$ cat config.mk
export PLATFORM = sky130hd
export DESIGN_NAME = frame_tx_1001_flat
export DESIGN_NICKNAME = d
export VERILOG_FILES = /design/src/rtl/frame_tx_1001_if.sv /design/src/rtl/frame_tx_1001.sv /design/src/flat_wrapper.sv
export SDC_FILE = /design/constraint.sdc
export NUM_CORES = 1
export LEC_CHECK = 0
export BUFFER_PORTS_ARGS = -buffer_cell sky130_fd_sc_hd__clkbuf_2
export CORE_ASPECT_RATIO = 1.4
export CORE_MARGIN = 8
export CORE_UTILIZATION = 45
export CTS_BUF_LIST = sky130_fd_sc_hd__clkbuf_2
export DETAILED_ROUTE_END_ITERATION = 16
export GPL_ROUTABILITY_DRIVEN = 0
export MAX_ROUTING_LAYER = met4
export PLACE_DENSITY_LB_ADDON = 0.15
export SLEW_MARGIN = 20
export SYNTH_ARGS = -nofsm -noshare
export SYNTH_HDL_FRONTEND = slang
export SYNTH_SLANG_ARGS = --single-unit
$ cat constraint.sdc
create_clock -name clk -period 4.6 [get_ports clk]
set_clock_uncertainty 0.05 [all_clocks]
set_input_delay 0.46 -clock clk [delete_from_list [all_inputs] [get_ports clk]]
set_output_delay 0.46 -clock clk [all_outputs]
set_load 0.005 [all_outputs]
$ cat src/rtl/frame_tx_1001_if.sv
// Handshake and serial-line bundle for the 1001-sync frame transmitter.
interface frame_tx_1001_if #(
  parameter int unsigned DATA_W = 8
);
  logic              in_valid;
  logic [DATA_W-1:0] in_data;
  logic              in_ready;
  logic              op;
  logic              op_valid;
  logic              busy;

  // Upstream producer / line observer side.
  modport master (
    output in_valid,
    output in_data,
    input  in_ready,
    input  op,
    input  op_valid,
    input  busy
  );

  // Transmitter side.
  modport slave (
    input  in_valid,
    input  in_data,
    output in_ready,
    output op,
    output op_valid,
    output busy
  );
endinterface

$ cat src/rtl/frame_tx_1001.sv
// Serial frame transmitter: preamble 1001, payload MSB-first, then GAP idle zeros.
// All outputs are registered and decoded from the next state, so the first
// preamble bit appears right after the accepting edge.
module frame_tx_1001 #(
  parameter int unsigned DATA_W = 8,
  parameter int unsigned GAP    = 2
) (
  input logic           clk,
  input logic           reset,
  frame_tx_1001_if.slave bus
);

  localparam int unsigned CntMax = (DATA_W > GAP) ? ((DATA_W > 4) ? DATA_W : 4)
                                                  : ((GAP > 4) ? GAP : 4);
  localparam int unsigned CntW = $clog2(CntMax);

  localparam logic [CntW-1:0] PreLast  = CntW'(3);
  localparam logic [CntW-1:0] DataLast = CntW'(DATA_W - 1);
  localparam logic [CntW-1:0] GapLast  = CntW'(GAP - 1);
  localparam logic [3:0]      Preamble = 4'b1001;

  typedef enum logic [1:0] {StIdle, StPre, StData, StGap} state_e;

  state_e            state_q, state_d;
  logic [CntW-1:0]   cnt_q, cnt_d;
  logic [DATA_W-1:0] sh_q, sh_d;
  logic              op_q, op_d;
  logic              op_valid_q, op_valid_d;
  logic              busy_q, busy_d;
  logic              in_ready_q, in_ready_d;
  logic              accept;

  assign accept       = bus.in_valid && in_ready_q;
  assign bus.op       = op_q;
  assign bus.op_valid = op_valid_q;
  assign bus.busy     = busy_q;
  assign bus.in_ready = in_ready_q;

  // State, datapath and registered outputs; synchronous active-low reset.
  always_ff @(posedge clk) begin
    if (!reset) begin
      state_q    <= StIdle;
      cnt_q      <= '0;
      sh_q       <= '0;
      op_q       <= 1'b0;
      op_valid_q <= 1'b0;
      busy_q     <= 1'b0;
      in_ready_q <= 1'b0;
    end else begin
      state_q    <= state_d;
      cnt_q      <= cnt_d;
      sh_q       <= sh_d;
      op_q       <= op_d;
      op_valid_q <= op_valid_d;
      busy_q     <= busy_d;
      in_ready_q <= in_ready_d;
    end
  end

  // Next state: the counter indexes the bit currently on the line within each phase.
  always_comb begin
    state_d = state_q;
    cnt_d   = cnt_q;
    sh_d    = sh_q;
    unique case (state_q)
      StIdle: begin
        if (accept) begin
          state_d = StPre;
          cnt_d   = '0;
          sh_d    = bus.in_data;
        end
      end
      StPre: begin
        if (cnt_q == PreLast) begin
          state_d = StData;
          cnt_d   = '0;
        end else begin
          cnt_d = cnt_q + 1'b1;
        end
      end
      StData: begin
        // MSB of the shift register is always the payload bit being sent.
        sh_d = sh_q << 1;
        if (cnt_q == DataLast) begin
          state_d = StGap;
          cnt_d   = '0;
        end else begin
          cnt_d = cnt_q + 1'b1;
        end
      end
      StGap: begin
        if (cnt_q == GapLast) begin
          state_d = StIdle;
          cnt_d   = '0;
        end else begin
          cnt_d = cnt_q + 1'b1;
        end
      end
      default: begin
        state_d = StIdle;
        cnt_d   = '0;
      end
    endcase
  end

  // Moore output decode from the next state, captured by the output registers.
  always_comb begin
    op_d       = 1'b0;
    op_valid_d = 1'b0;
    busy_d     = 1'b0;
    in_ready_d = 1'b0;
    unique case (state_d)
      StIdle: begin
        in_ready_d = 1'b1;
      end
      StPre: begin
        op_d       = Preamble[2'd3 - cnt_d[1:0]];
        op_valid_d = 1'b1;
        busy_d     = 1'b1;
      end
      StData: begin
        op_d       = sh_d[DATA_W-1];
        op_valid_d = 1'b1;
        busy_d     = 1'b1;
      end
      StGap: begin
        busy_d = 1'b1;
      end
      default: begin
        in_ready_d = 1'b0;
      end
    endcase
  end

endmodule

$ cat src/flat_wrapper.sv
// flat-port wrapper written by rule: the top's interface ports become plain ports
module frame_tx_1001_flat 
#(
  parameter int unsigned DATA_W = 8,
  parameter int unsigned GAP    = 2
)
  (clk, reset, bus_in_valid, bus_in_data, bus_in_ready, bus_op, bus_op_valid, bus_busy);
  frame_tx_1001_if #(.DATA_W(DATA_W)) bus_i ();
  input logic clk;
  input logic reset;
  input wire logic [$bits(bus_i.in_valid)-1:0] bus_in_valid;
  input wire logic [$bits(bus_i.in_data)-1:0] bus_in_data;
  output wire logic [$bits(bus_i.in_ready)-1:0] bus_in_ready;
  output wire logic [$bits(bus_i.op)-1:0] bus_op;
  output wire logic [$bits(bus_i.op_valid)-1:0] bus_op_valid;
  output wire logic [$bits(bus_i.busy)-1:0] bus_busy;
  assign bus_i.in_valid = bus_in_valid;
  assign bus_i.in_data = bus_in_data;
  assign bus_in_ready = bus_i.in_ready;
  assign bus_op = bus_i.op;
  assign bus_op_valid = bus_i.op_valid;
  assign bus_busy = bus_i.busy;
  frame_tx_1001 #(.DATA_W(DATA_W), .GAP(GAP)) u_core (.clk(clk), .reset(reset), .bus(bus_i));
endmodule
==> impl_metrics.tcl <==
set metrics [dict create \
    cts_resized 0 \
    antennaDiodeCount 0 \
    initial_core_util 0.483 \
    grt_antenna_before_repair 0 \
    critPathRequiredTime_ns 4.75 \
    hold_buffers 0 \
    tritoncts "done" \
    rsz0062_at_grt "no" \
    slew_headroom 0.523 \
    grt_util_met2 0.176 \
    worst_ep_arrival_time_ns 2.37 \
    portBuffers 14 \
    power_frac_seq 0.601 \
    cts_buffer_depth 2 \
    dpl_cell_area_sq_um 1020 \
    gr-usage-met3 0.0275 \
    maxCapViolCount 0 \
    fin_tns_setup_ns 0 \
    switchingPower_mw 0.0783 \
    drtAntennaViolNets 0 \
    insertion_delay_ns 0.29 \
    synth_cells 114 \
    stdcell_area_sq_um 1040 \
    period_share 0.481 \
    via_count 804 \
    grt_busiest_layer "met2" \
    viasPerCell 5.43 \
    syn_nets 134 \
    maxSlewViolCount 0 \
    start_kind "register" \
    wirelength_um 1890 \
    ys_seq_area_frac 0.357 \
    p_int_mw 0.198 \
    drt_iter0_drc 22 \
    finalSetupViolCount 0 \
    numPlacedInstances 144 \
    root_buffer "clkbuf_2" \
    grt_use_total 0.108 \
    worst_slack_ns 2.39 \
    critical-path-top-delay-family "flip-flops" \
    final_nets 148 \
    path_common_cell "nor2_1" \
    first_global_vias 752 \
    fmax_mhz 452 \
    core_sq_um 1970 \
    postSynthAreaPerCell_sq_um 8.35 \
    utilization 0.529 \
    post-cts-setup-buffer-count 0 \
    grt_max_degree 25 \
    met1_usage 0.124 \
    irDropWorstVdd_mv 0.205 \
    min_path_type "in2reg" \
    path_buf_inv 0 \
    comb_power_share 0.159 \
    totalPowerFinal_mw 0.277 \
    grt_pass1_wl_um 3220 \
    ys_types 28 \
    endpoint_kind "register" \
    ys_ff_latch 17 \
    tightest_slew_ns 0.715 \
    rows 19 \
    die_h_um 70.4 \
    fp.dieW_um 54.9 \
    drt_first_pass_iters 4 \
    timing.hold.ws_ns 0.444 \
    post-route-min-period_ns 2.21 \
    drc 0 \
    crit_type "reg2reg" \
    syn_area_sq_um 952 \
    cts_buffers 3 \
    ios 15 \
    leakage_nw 0.452 \
    sw_frac_of_total 0.283 \
    pre_cts_ws_ns 2.41 \
    hpwlAfterDp_um 1460 \
    pwr-share-clk 0.239 \
    instances_no_fill 148 \
    crit_chain "o21ai_0 > nor2_1 > nor2_1 > ha_1 > and2_1 > nand2_1 > o32ai_1" \
    path_clk_slew_ns 0.17 \
    drive_above_1_share 0.213 \
    status "completed" \
    ys_warn_count 0 \
    slowest_delay_ns 0.82 \
    hold_viol 0 \
    fp.dieArea_sq_um 3860 \
    cpMaxStageDelayCell "dfxtp_1" \
    avgRoutedWirePerCell_um 12.8 \
    power_density_nw_per_um2 265 \
    syn_to_final_growth_pct 9.72 \
    cts.sinks 17 \
    gr-total-overflow 0 \
    worst-path-max-fanout 24 \
    cts_max_level 1 \
]
[flip-flops by register name, indices dropped and copies added, names as in the netlist]
name,cells
u_core.sh_q,8
u_core.cnt_q,3
u_core.state_q,2
u_core.bus.busy,1
u_core.bus.in_ready,1
u_core.bus.op,1
u_core.bus.op_valid,1
[power groups by stage]
stage	Sequential (mW)	Clock (mW)	Combinational, mW
floorplan	0.166	0	0.0334
global placement	0.170	0	0.0439
detailed placement	0.170	0	0.0445
CTS	0.167	0.0689	0.0450
global route	0.168	0.0740	0.0503
finish	0.166	0.0662	0.0441
[placed cells by master (no fill, tap or decap), types with 6 or more instances in the layout]
master	instances
clkbuf_2	17
inv_1	14
a21oi_1	17
dfxtp_1	17
ha_1	9
nor2_1	8
nand2_1	8
nor3_1	6
o221a_2	6
[worst reg2reg max path, stage by stage, from the launching register on]
cell and delay [ns]:
dfxtp_1 0.82, o21ai_0 0.25, nor2_1 0.15, nor2_1 0.11, ha_1 0.29, and2_1 0.15
nand2_1 0.06, o32ai_1 0.26
[layout make-up]
class	instances	area, sq um
Timing Repair Buffer	14	70.1
Tap cell	21	26.3
Fill cell	197	928
Sequential cell	17	340
Multi-Input combinational cell	78	536
Inverter	14	52.6
Clock inverter	1	5.00
Clock buffer	3	15.0
[synthesized netlist by cell type (all sizes together)]
cell	n	area share
ha	9	0.12
clkbuf	1	0.0039
o32ai	1	0.0092
nor3	6	0.032
o21ai	2	0.011
a21oi	17	0.089
dfxtp	17	0.36
and2	2	0.013
or3	2	0.013
mux2i	1	0.011
nand2	9	0.038
nor2	8	0.032
and3b	2	0.018
or4b	1	0.011
buf	4	0.021
and4b	1	0.012
inv	14	0.055
nand3b	1	0.0079
nand3	1	0.0053
a211o	2	0.020
a211oi	2	0.016
o21a	1	0.0079
o221a	6	0.071
nor3b	1	0.0079
nand2b	2	0.013
a21o	1	0.0079
[path summary, 6_finish.rpt]
kind / startpoint / to / slack (ns) / cells past startpoint
max reg2reg: u_core.state_q[1]$_SDFF_PN0_ / u_core.bus.op$_SDFF_PN0_ / 2.39 / 7
max: u_core.state_q[1]$_SDFF_PN0_ / u_core.bus.op$_SDFF_PN0_ / 2.39 / 7
min: reset / u_core.sh_q[2]$_SDFFE_PN0P_ / 0.44 / 2
min reg2reg: u_core.sh_q[0]$_SDFFE_PN0P_ / u_core.sh_q[0]$_SDFFE_PN0P_ / 0.45 / 2
[kinds of logic (layout without fill, tap and decap cells)]
kind of cell | Yosys count | in the layout | share of synthesized area
fa+ha+maj | 9 | 9 | 0.118
mux | 1 | 1 | 0.0105
simple gates | 36 | 36 | 0.202
buf+inv | 19 | 32 | 0.0802
flops | 17 | 17 | 0.357
compound gates | 32 | 32 | 0.231
[routing by layer]
metal,wire length (um),share of wire,up-vias
met5,0,0,-
met4,6,0.0032,0
met3,106,0.056,2
met2,941,0.50,9
met1,839,0.44,369
li1,-,-,424
No activity file was read; power rests on OpenSTA's default activity.
